$ cat src/rtl/bp_piton_l15_fill_assembler.sv
// L1.5 return-beat to BlackParrot cache-line fill assembler (I$ 4 beats, D$ 2 beats).
// Define BP_PITON_FILL_CWF_EN to place beats critical-word-first.
module bp_piton_l15_fill_assembler #(
  parameter int beat_width_p        = 64,
  parameter int icache_fill_width_p = 256,
  parameter int dcache_fill_width_p = 128,
  parameter int tag_width_p         = 4
) (
  input  logic                           clk_i,
  input  logic                           reset_i,
  input  logic                           hdr_v_i,
  output logic                           hdr_ready_and_o,
  input  logic                           hdr_icache_i,
  input  logic [1:0]                     hdr_word_i,
  input  logic [tag_width_p-1:0]         hdr_tag_i,
  input  logic                           beat_v_i,
  output logic                           beat_ready_and_o,
  input  logic [beat_width_p-1:0]        beat_data_i,
  output logic                           fill_v_o,
  input  logic                           fill_yumi_i,
  output logic                           fill_icache_o,
  output logic [tag_width_p-1:0]         fill_tag_o,
  output logic [icache_fill_width_p-1:0] fill_data_o,
  output logic                           err_o
);

  localparam logic [1:0] ic_last_lp =
    2'(icache_fill_width_p / beat_width_p - 1);
  localparam logic [1:0] dc_last_lp =
    2'(dcache_fill_width_p / beat_width_p - 1);

  typedef enum logic [1:0] {
    e_idle,
    e_collect,
    e_out
  } state_e;

  state_e state_q, state_d;

  logic [1:0]                     cnt_q, cnt_d;
  logic                           icache_q, icache_d;
  logic [tag_width_p-1:0]         tag_q, tag_d;
  logic [icache_fill_width_p-1:0] line_q, line_d;
  logic                           err_q, err_d;

  logic       hdr_hs;
  logic       beat_hs;
  logic       last_beat;
  logic [1:0] slot;

  assign hdr_ready_and_o  = (state_q == e_idle)
                          | ((state_q == e_out) & fill_yumi_i);
  assign beat_ready_and_o = (state_q == e_collect);
  assign hdr_hs  = hdr_v_i & hdr_ready_and_o;
  assign beat_hs = beat_v_i & beat_ready_and_o;
  assign last_beat = (cnt_q == (icache_q ? ic_last_lp : dc_last_lp));

`ifdef BP_PITON_FILL_CWF_EN
  logic [1:0] word_q, word_d;
  logic [1:0] rot;

  // D$ keeps only bit 0 of the word, so a 1-bit rotate wraps at 2
  assign rot  = word_q + cnt_q;
  assign slot = icache_q ? rot : {1'b0, rot[0]};

  always_comb begin
    word_d = word_q;
    if (hdr_hs)
      word_d = hdr_icache_i ? hdr_word_i : {1'b0, hdr_word_i[0]};
  end

  always_ff @(posedge clk_i or posedge reset_i) begin
    if (reset_i) word_q <= '0;
    else         word_q <= word_d;
  end
`else
  logic unused_word;

  assign unused_word = hdr_word_i[0];
  assign slot        = cnt_q;
`endif

  always_comb begin
    state_d  = state_q;
    cnt_d    = cnt_q;
    icache_d = icache_q;
    tag_d    = tag_q;
    line_d   = line_q;
    err_d    = 1'b0;

    unique case (state_q)
      e_idle:
        if (hdr_hs) state_d = e_collect;
      e_collect:
        if (beat_hs & last_beat) state_d = e_out;
      e_out:
        if (fill_yumi_i) state_d = hdr_hs ? e_collect : e_idle;
      default:
        state_d = e_idle;
    endcase

    if (hdr_hs) begin
      cnt_d    = '0;
      icache_d = hdr_icache_i;
      tag_d    = hdr_tag_i;
      line_d   = '0;
      err_d    = ~hdr_icache_i & hdr_word_i[1];
    end

    if (beat_hs) begin
      cnt_d = cnt_q + 2'd1;
      line_d[int'(slot)*beat_width_p +: beat_width_p] = beat_data_i;
    end
  end

  always_ff @(posedge clk_i or posedge reset_i) begin
    if (reset_i) begin
      state_q  <= e_idle;
      cnt_q    <= '0;
      icache_q <= 1'b0;
      tag_q    <= '0;
      line_q   <= '0;
      err_q    <= 1'b0;
    end else begin
      state_q  <= state_d;
      cnt_q    <= cnt_d;
      icache_q <= icache_d;
      tag_q    <= tag_d;
      line_q   <= line_d;
      err_q    <= err_d;
    end
  end

  assign fill_v_o      = (state_q == e_out);
  assign fill_icache_o = icache_q;
  assign fill_tag_o    = tag_q;
  assign fill_data_o   = line_q;
  assign err_o         = err_q;

endmodule

$ cat config.mk
export PLATFORM = sky130hd
export DESIGN_NAME = bp_piton_l15_fill_assembler
export DESIGN_NICKNAME = d
export VERILOG_FILES = /design/src/rtl/bp_piton_l15_fill_assembler.sv
export SDC_FILE = /design/constraint.sdc
export NUM_CORES = 1
export LEC_CHECK = 0
export CAP_MARGIN = 15
export CELL_PAD_IN_SITES_DETAIL_PLACEMENT = 0
export CELL_PAD_IN_SITES_GLOBAL_PLACEMENT = 1
export CORE_UTILIZATION = 37
export DETAILED_ROUTE_END_ITERATION = 6
export GPL_ROUTABILITY_DRIVEN = 0
export PLACE_DENSITY = 0.83
export SLEW_MARGIN = 20
export SYNTH_ARGS = -nofsm -noshare
export SYNTH_HDL_FRONTEND = slang
export SYNTH_SLANG_ARGS = --single-unit
$ cat constraint.sdc
create_clock -name clk_i -period 15.35 [get_ports clk_i]
set_input_delay 1.535 -clock clk_i [delete_from_list [all_inputs] [get_ports clk_i]]
set_output_delay 1.535 -clock clk_i [all_outputs]
set_load 0.03 [all_outputs]
==> results of run 1 <==
[kinds of logic (layout without fill, tap and decap cells)]
kind of cell / Yosys count / in the layout / synth area share [%]
mux: 6 / 6 / 0.6990
fa+ha+maj: 5 / 5 / 0.6472
simple gates: 20 / 20 / 1.994
xor+xnor: 1 / 1 / 0.09063
compound gates: 265 / 265 / 24.10
flops: 266 / 266 / 68.87
buf+inv: 58 / 411 / 3.599
[layout by cell type (no fill, tap or decap), drive strengths merged, types with 3 or more instances in the layout]
cell / netlist / layout
a22o: 257 / 257
buf: 51 / 16
bufinv: 0 / 3
clkbuf: 2 / 42
clkdlybuf4s50: 0 / 339
clkinv: 0 / 4
dfrtp: 266 / 266
ha: 5 / 5
inv: 5 / 6
mux2: 6 / 6
nor2b: 3 / 3
[routing by layer]
metal	share of wire [%]	up-vias
li1	-	3077
met4	1.7	0
met1	42	3714
met5	0	-
met3	9.8	41
met2	47	372
[sequential cells by signal (all words and copies together), names as in the netlist]
name and flops:
cnt_q 2, err_o 1, fill_data_o 256, fill_icache_o 1, fill_tag_o 4, state_q 2
[area by class of cell]
| class | instances | share of cell area (%) |
|---|---|---|
| flip-flops and latches | 266 | 46.54 |
| repair buffers | 355 | 24.71 |
| multi-input cells | 297 | 18.87 |
| clock buffers | 42 | 5.906 |
| well taps | 330 | 2.887 |
| clock inverters | 9 | 0.9011 |
| inverters | 5 | 0.1837 |
[synth_stat cells, types with 3 or more instances]
library cell,count,area share (%)
dfrtp_1,266,69
a22o_1,257,23
buf_2,35,1.8
buf_4,9,0.70
buf_6,7,0.82
mux2_2,6,0.70
ha_1,5,0.65
inv_1,4,0.16
nor2b_1,3,0.19
[metrics by stage]
| stage | instances | total power [mW] | util, % | setup slack, ns |
|---|---|---|---|---|
| 6_report | 1304 | 2.290 | 56.31 | 10.88 |
| 5_1_grt | 1304 | 2.384 | 56.31 | 10.78 |
| 4_1_cts | 1303 | 2.305 | 56.20 | 10.87 |
| 3_5_place_dp | 1252 | 1.589 | 52.36 | 10.87 |
| 3_3_place_gp | 1252 | 1.583 | 52.36 | 10.88 |
| 2_1_floorplan | 621 | 1.278 | - | 6.490 |
[report_power, final]
part	switching, mW	internal, mW
Sequential	0.0619	0.792
Combinational	0.453	0.277
Clock	0.276	0.429
Total	0.791	1.50
[final timing paths]
kind / startpoint / to / slack, ns / cells past startpoint
min reg2reg: fill_data_o[190]$_DFF_PP0_ / fill_data_o[190]$_DFF_PP0_ / 0.50 / 1
max in group asynchronous: reset_i / fill_data_o[166]$_DFF_PP0_ / 12.20 / 3
min: fill_data_o[190]$_DFF_PP0_ / fill_data_o[190]$_DFF_PP0_ / 0.50 / 1
max reg2reg: cnt_q[0]$_DFFE_PP0P_ / fill_data_o[146]$_DFF_PP0_ / 12.21 / 6
max: fill_yumi_i / hdr_ready_and_o / 10.88 / 4
min in group asynchronous: reset_i / fill_data_o[232]$_DFF_PP0_ / 1.57 / 2
==> run metrics, run 1 <==
Starting Density=around two fifths; Row Count=between 50 and 60; CTS Buf Count=28; Crit-path slowest cell=clkdlybuf4s50_1; P&R area growth vs syn=47.96%; Finished Cell Area=14300 sq um; fin crit share=29.13%; worst clock skew=0.009088 ns; CP endpoint kind=output pin; Core Footprint=between 20000 and 30000 sq um; placed inst area=13300 sq um; Setup-failing EPs final=0; syn avg cell area=~16 sq um; synth unique cells=31; Syn. warnings=0; H-tree levels=1; HPWL Detailed=19270 um; die width=around 160 um; busiest grt layer=met2; DRT Wirelength=30830 um; Most common cell on crit path=clkdlybuf4s50_1; fillers=between 2000 and 2500; DR iter-0 viols=about 630; final routed DRC violation total=0; initial antenna violation count=0; fraction of registers with async set/reset=100.0%; multi-input logic area=about 2700 sq um; Max stage delay on crit path=0.70 ns; Slew Viols, Final=0; GR Layer Usage met2=36.58%; Antenna diodes=0; worst path buffer plus inverter count=3; # Post-CTS Setup Buffers=0; setup TNS=0 ns; routing usage on met1=30.86%; antenna-violating nets left=0; I/O pins=341; Setup CP Type=input pin to output pin; layout cell share with drive strength beyond 1=8.214%; Final Hold Fails=0; clock buffer depth=3; status=complete, no violations; hold_buf cts=0; Die H=about 160 um; sequential cell area fraction in the yosys report=68.87%; startpoint types=input pin; Post-Syn Instances=~620; #FFs+latches synth=266; Storage cell area=6656 sq um; Max Freq=around 220 MHz; clock slew at the register clock pins of the worst setup and hold paths=0.06 ns; Crit Path Max Fanout=2; DR pass1 iterations=5; Top Family by Delay on Critical Path=buffers and inverters; Main synth FF type=dfrtp_1; Final nets=1034; Pwr Density=160.1 nW/um^2; CTS root buf=clkbuf_16; GRT met3 Usage=6.399%; largest net degree at the start of global routing=124; input/output buffers=339; P_leak=6.473 nW; Max-Cap Viols=0; GRT Residual Overflow=0; WL/cell=23.64 um; Vias=7204; relative slew slack=roughly a third; Peak VDD IR=between 0.0001 and 0.00015 V; Worst Hold Class=flip-flop to flip-flop; worst-path cell chain=clkdlybuf4s50_1 -> inv_1 -> a21oi_1 -> clkdlybuf4s50_1; final worst path period need=4.471 ns; worst-skew pair later-pin latency=0.53 ns; WP data arrival=2.94 ns; syn nets=702; DIE AREA=26770 sq um; DR vias/cell=5.525; vias in the first global route=7343; first-pass GRT wire length=between 40000 and 50000 um; worst hold slack=between 0.4 and 0.5 ns; Worst Path Required=~14 ns; RSZ-0062 raised after global routing=no; post_cts resized=0; measured slew at the worst slew-check pin=0.9828 ns; gr usage total=22.86%; synthesized area=9666 sq um; EDFF count, synth=0; clock sink count=between 200 and 300; CTS tree=done
(Power assumes the default switching activity.)
==> run 2, diff against run 1 <==
--- a/config.mk
+++ b/config.mk
@@ -8,10 +8,10 @@
 export CAP_MARGIN = 15
 export CELL_PAD_IN_SITES_DETAIL_PLACEMENT = 0
 export CELL_PAD_IN_SITES_GLOBAL_PLACEMENT = 1
-export CORE_UTILIZATION = 37
+export CORE_UTILIZATION = 32
 export DETAILED_ROUTE_END_ITERATION = 6
 export GPL_ROUTABILITY_DRIVEN = 0
-export PLACE_DENSITY = 0.83
+export PLACE_DENSITY = 0.76
 export SLEW_MARGIN = 20
 export SYNTH_ARGS = -nofsm -noshare
 export SYNTH_HDL_FRONTEND = slang
==> constraint.sdc (replaced) <==
create_clock -name clk_i -period 3.9 [get_ports clk_i]
set_input_delay 0.39 -clock clk_i [delete_from_list [all_inputs] [get_ports clk_i]]
set_output_delay 0.39 -clock clk_i [all_outputs]
set_load 0.03 [all_outputs]
==> run 2 against run 1 <==
Effect of this change: die area is 15% higher; flip-flop and latch count unchanged; worst hold slack got worse by 0.16 ns; cell count rose by 5.1%; count of clock-buffer cells in the layout down 3; largest power group unchanged; power grew to 3.9 times the previous value; critical endpoint is now fill_data_o[176]$_DFF_PP0_; critical path type is now flip-flop to flip-flop.
==> run metrics, run 2 (synthesis gave the netlist of run 1 again) <==
CTS tree=done; Crit Path Max Fanout=21 (+19); gr usage total=20.30% (-2.6 points); vias in the first global route=7523 (+2.5%); post_cts resized=0 (unchanged); Finished Core Util=48.54% (-7.8 points); H-tree levels=1 (unchanged); part of the power in registers=38.0% (+0.7 points); DIE AREA=30900 sq um (+15%); Die H=175.8 um (+7.4%); Clock Power Share=29.5% (-1.3 points); GRT Residual Overflow=0 (unchanged); Peak VDD IR=0.0003068 V (+200%); input/output buffers=339 (unchanged); hold_buf cts=0 (unchanged); Max-Cap Viols=0 (unchanged); HPWL Detailed=20460 um (+6.2%); P_leak=6.474 nW (about the same); DR pass1 iterations=5 (unchanged); clock slew at the register clock pins of the worst setup and hold paths=0.07 ns (about the same); relative slew slack=43.95% (+9.7 points); startpoint types=flip-flop; combinational power share=32.5% (+0.6 points); Final Hold Fails=0 (unchanged); worst-skew pair later-pin latency=0.54 ns (about the same); DR iter-0 viols=389 (-38%); Slew Viols, Final=0 (unchanged); final routed DRC violation total=0 (unchanged); RSZ-0062 raised after global routing=no; placed inst area=13480 sq um (+1.4%); final worst path period need=2.837 ns; I/O pins=341 (unchanged); Antenna diodes=0 (unchanged); Worst Hold Class=input pin to async pin; CTS Buf Count=28 (unchanged); worst reg2reg setup slack=1.06 ns (-11.15 ns); antenna-violating nets left=0 (unchanged); fin cells=1371 (+5.1%); Finished Cell Area=14390 sq um (+0.60%); CP endpoint kind=flip-flop; CTS root buf=clkbuf_16; Max Freq=352.5 MHz; number of flip-flops in the largest register=256 (unchanged); most frequent cells in the layout=clkdlybuf4s50_1, dfrtp_1, a22o_1; P&R area growth vs syn=48.85%; DRT Wirelength=31620 um (+2.5%); first-pass GRT wire length=47960 um (+3.6%); clock sink count=266 (unchanged); Core Footprint=29640 sq um (+17%); worst clock skew=0.01024 ns (+0.001147 ns); net switching power=3.122 mW (+290%); status=complete, no violations; initial antenna violation count=0 (unchanged); Final nets=1043 (+0.87%); DR vias/cell=5.244 (-5.1%); Setup-failing EPs final=0 (unchanged); Inst Count DP=1322 (+5.6%); measured slew at the worst slew-check pin=0.8408 ns (-0.1420 ns); Setup CP Type=flip-flop to flip-flop; WP data arrival=3.31 ns (+0.37 ns); Power, Total=8.845 mW (+290%); fin crit share=72.75%; sw frac=35.30% (+0.76 points); die width=175.8 um (+7.4%); most common cell after layout, fill and taps aside=clkdlybuf4s50_1; Cell Int Power=5.723 mW (+280%); setup TNS=0 ns (unchanged); layout cell share with drive strength beyond 1=8.970% (+0.76 points); Starting Density=32.61% (-5.4 points); clock buffer depth=3 (unchanged); Worst Path Required=4.37 ns (-9.45 ns); # Post-CTS Setup Buffers=0 (unchanged); Pwr Density=614.8 nW/um^2 (+280%); largest net degree at the start of global routing=106 (-15%); Row Count=63 (+8.6%); WL/cell=23.06 um (-2.5%); Vias=7189 (-0.21%)
-- run 2: area by class of cell --
class,instances,area [sq um]
repair buffers,364,3618
flip-flops and latches,266,6656
inverters,5,22.52
clock buffers,39,813.3
clock inverters,10,90.09
well taps,390,488.0
multi-input cells,297,2699
fillers,2639,15250
-- run 2: power groups by stage --
stage / clock network, mW / registers (mW) / logic [mW]
6_report: 2.61 / 3.36 / 2.88
5_1_grt: 2.81 / 3.40 / 3.02
4_1_cts: 2.67 / 3.36 / 2.91
3_5_place_dp: 0 / 3.39 / 2.91
3_3_place_gp: 0 / 3.39 / 2.88
2_1_floorplan: 0 / 4.05 / 0.983
-- run 2: worst max-delay path, stage by stage (launching register included) --
cell and delay (ns):
dfrtp_1 0.58, inv_2 0.16, ha_1 0.50, nor4b_1 0.27
and4_2 0.64, buf_4 0.40, a22o_1 0.20
-- run 2: per-layer routing --
layer  share of wire (%)  wire (um)  global-route usage, %
met1                  42      13280                  26.44
met2                  46      14650                  32.76
met3                 9.9       3137                  6.494
met4                 1.7        553                  4.819
met5                   0          0                      0
-- run 2: final timing paths --
| kind | startpoint | end | cells past startpoint |
|---|---|---|---|
| max | cnt_q[0]$_DFFE_PP0P_ | fill_data_o[176]$_DFF_PP0_ | 6 |
| min | reset_i | fill_data_o[34]$_DFF_PP0_ | 2 |
| max reg2reg | cnt_q[0]$_DFFE_PP0P_ | fill_data_o[176]$_DFF_PP0_ | 6 |
| min reg2reg | fill_data_o[126]$_DFF_PP0_ | fill_data_o[126]$_DFF_PP0_ | 1 |
| max in group asynchronous | reset_i | fill_data_o[214]$_DFF_PP0_ | 3 |
| min in group clk_i | hdr_word_i[1] | err_o$_DFF_PP0_ | 2 |
-- run 2: per-stage QoR --
step                hold slack (ns)  worst slack (ns)
floorplan                    0.4598         -0.001493
global placement             0.4759             1.126
detailed placement           0.4803             1.067
CTS                          0.3188             1.025
global route                 0.3689            0.8506
finish                       0.3345             1.063
==> run 3, diff against run 2 <==
==> constraint.sdc (replaced) <==
create_clock -name clk_i -period 2.55 [get_ports clk_i]
set_input_delay 0.255 -clock clk_i [delete_from_list [all_inputs] [get_ports clk_i]]
set_output_delay 0.255 -clock clk_i [all_outputs]
set_load 0.03 [all_outputs]
==> run 3 against run 2 <==
Effect of this change: cell count grew 0.15%; global-route usage rose by 0.085 points; count of clock-buffer cells in the layout up 3; largest cell class unchanged; first-iteration DRC count is 15% higher; die area did not move; largest power group unchanged; combinational power up 59%; sequential share of layout area decreased by 0.40 points; wire length increased by 0.78%; worst setup slack lost 0.95 ns; sequential power is 53% higher.
==> run metrics, run 3 (synthesis gave the netlist of run 1 again) <==
clock slew at the register clock pins of the worst setup and hold paths=0.06 ns (about the same); fin crit share=95.38%; fin cells=1373 (+0.15%); Power, Total=13.49 mW (+52%); worst-skew pair later-pin latency=0.54 ns (about the same); DR pass1 iterations=4 (-1); RSZ-0062 raised after global routing=no; initial antenna violation count=0 (unchanged); Worst Hold Class=input pin to async pin; layout cell share with drive strength beyond 1=8.749% (-0.22 points); first-pass GRT wire length=47980 um (about the same); WL/cell=23.21 um (+0.63%); placed inst area=13680 sq um (+1.5%); DR iter-0 viols=446 (+15%); P_leak=6.513 nW (+0.60%); Row Count=63 (unchanged); H-tree levels=1 (unchanged); Max Freq=411.1 MHz; # Post-CTS Setup Buffers=0 (unchanged); Max-Cap Viols=0 (unchanged); hold_buf cts=0 (unchanged); Starting Density=32.61% (unchanged); Slew Viols, Final=0 (unchanged); worst reg2reg setup slack=0.24 ns (-0.82 ns); CTS root buf=clkbuf_16; startpoint types=flip-flop; GRT Residual Overflow=0 (unchanged); net switching power=4.784 mW (+53%); Inst Count DP=1327 (+0.38%); HPWL Detailed=20360 um (-0.50%); die width=175.8 um (unchanged); Peak VDD IR=0.0005350 V (+74%); Setup crit start=state_q[0]$_DFFE_PP0P_; final worst path period need=2.432 ns; Core Footprint=29640 sq um (unchanged); antenna-violating nets left=0 (unchanged); clock buffer depth=3 (unchanged); Finished Core Util=48.98% (+0.43 points); Cell Int Power=8.705 mW (+52%); status=complete, no violations; relative slew slack=51.02% (+7.1 points); DIE AREA=30900 sq um (unchanged); reg2reg start=cnt_q[0]$_DFFE_PP0P_; measured slew at the worst slew-check pin=0.7328 ns (-0.1079 ns); P&R area growth vs syn=50.19%; Final nets=1049 (+0.58%); Setup-failing EPs final=0 (unchanged); Antenna diodes=0 (unchanged); Crit Path Max Fanout=7 (-67%); I/O pins=341 (unchanged); post_cts resized=0 (unchanged); gr usage total=20.39% (+0.085 points); Worst Path Required=2.30 ns (-2.07 ns); largest net degree at the start of global routing=91 (-14%); most frequent cells in the layout=clkdlybuf4s50_1, dfrtp_1, a22o_1; Clock Power Share=28.0% (-1.5 points); final routed DRC violation total=0 (unchanged); worst hold slack=0.09719 ns (-0.2373 ns); Finished Cell Area=14520 sq um (+0.90%); Final Hold Fails=0 (unchanged); combinational power share=33.9% (+1.4 points); worst clock skew=0.009467 ns (-0.0007680 ns); clock sink count=266 (unchanged); DR vias/cell=5.262 (+0.35%); sw frac=35.47% (+0.17 points); WP data arrival=2.18 ns (-1.13 ns); DRT Wirelength=31860 um (+0.78%); Pwr Density=929.2 nW/um^2 (+51%); Die H=175.8 um (unchanged); Setup CP Type=flip-flop to output pin; input/output buffers=339 (unchanged); CTS Buf Count=29 (+3.6%); Vias=7225 (+0.50%); CTS tree=done; part of the power in registers=38.1% (about the same); most common cell after layout, fill and taps aside=clkdlybuf4s50_1; vias in the first global route=7462 (-0.81%); CP endpoint kind=output pin; number of flip-flops in the largest register=256 (unchanged)
-- run 3: cell types whose count changed in the layout (fill, tap and decap cells not counted), moves of 2 or more --
cell,change
buf_12,+13
buf_4,-8
clkbuf_1,+5
clkbuf_8,-2
clkinv_2,-2
clkinvlp_4,-2
-- run 3: per-stage QoR --
| step | worst slack, ns | TNS (ns) |
|---|---|---|
| after CTS | 0.09665 | 0 |
| final | 0.1178 | 0 |
| after detailed placement | 0.1504 | 0 |
| after global routing | 0.03221 | 0 |
| after floorplan | -1.216 | -323.59 |
| after global placement | 0.2353 | 0 |
-- run 3: critical path, cell delays in order, from the launching register on --
cell and delay (ns):
dfrtp_1 0.48, nor2b_1 0.41, clkdlybuf4s50_1 0.76
-- run 3: final timing paths --
kind,endpoint,cells after the start
worst min register to register,fill_data_o[43]$_DFF_PP0_,1
max in group asynchronous,fill_data_o[3]$_DFF_PP0_,3
min in group clk_i,err_o$_DFF_PP0_,2
worst max-delay path,beat_ready_and_o,2
worst max register to register,fill_data_o[157]$_DFF_PP0_,6
worst min-delay path,fill_data_o[1]$_DFF_PP0_,2
-- run 3: layout make-up --
class                   instances  area, sq um
inverters                       5        22.52
flip-flops and latches        266         6658
clock inverters                 4        26.28
multi-input cells             297         2699
repair buffers                369         3819
fillers                      2568        15120
clock buffers                  42        804.5
well taps                     390        488.0
-- run 3: power by group through the flow --
| stage | clock network (mW) | registers [mW] | logic, mW |
|---|---|---|---|
| 6_report | 3.77 | 5.15 | 4.57 |
| 5_1_grt | 4.05 | 5.21 | 4.78 |
| 4_1_cts | 3.87 | 5.14 | 4.60 |
| 3_5_place_dp | 0 | 5.19 | 4.59 |
| 3_3_place_gp | 0 | 5.19 | 4.55 |
| 2_1_floorplan | 0 | 6.19 | 1.50 |
-- run 3: metal layers --
layer / track usage (%) / up-vias / wire (um) / share of wire (%)
met1: 26.90 / 3725 / 13720 / 43
met2: 33.12 / 346 / 14730 / 46
met5: 0 / - / 0 / 0
li1: - / 3111 / - / -
met3: 5.823 / 43 / 2854 / 9.0
met4: 4.638 / 0 / 555 / 1.7
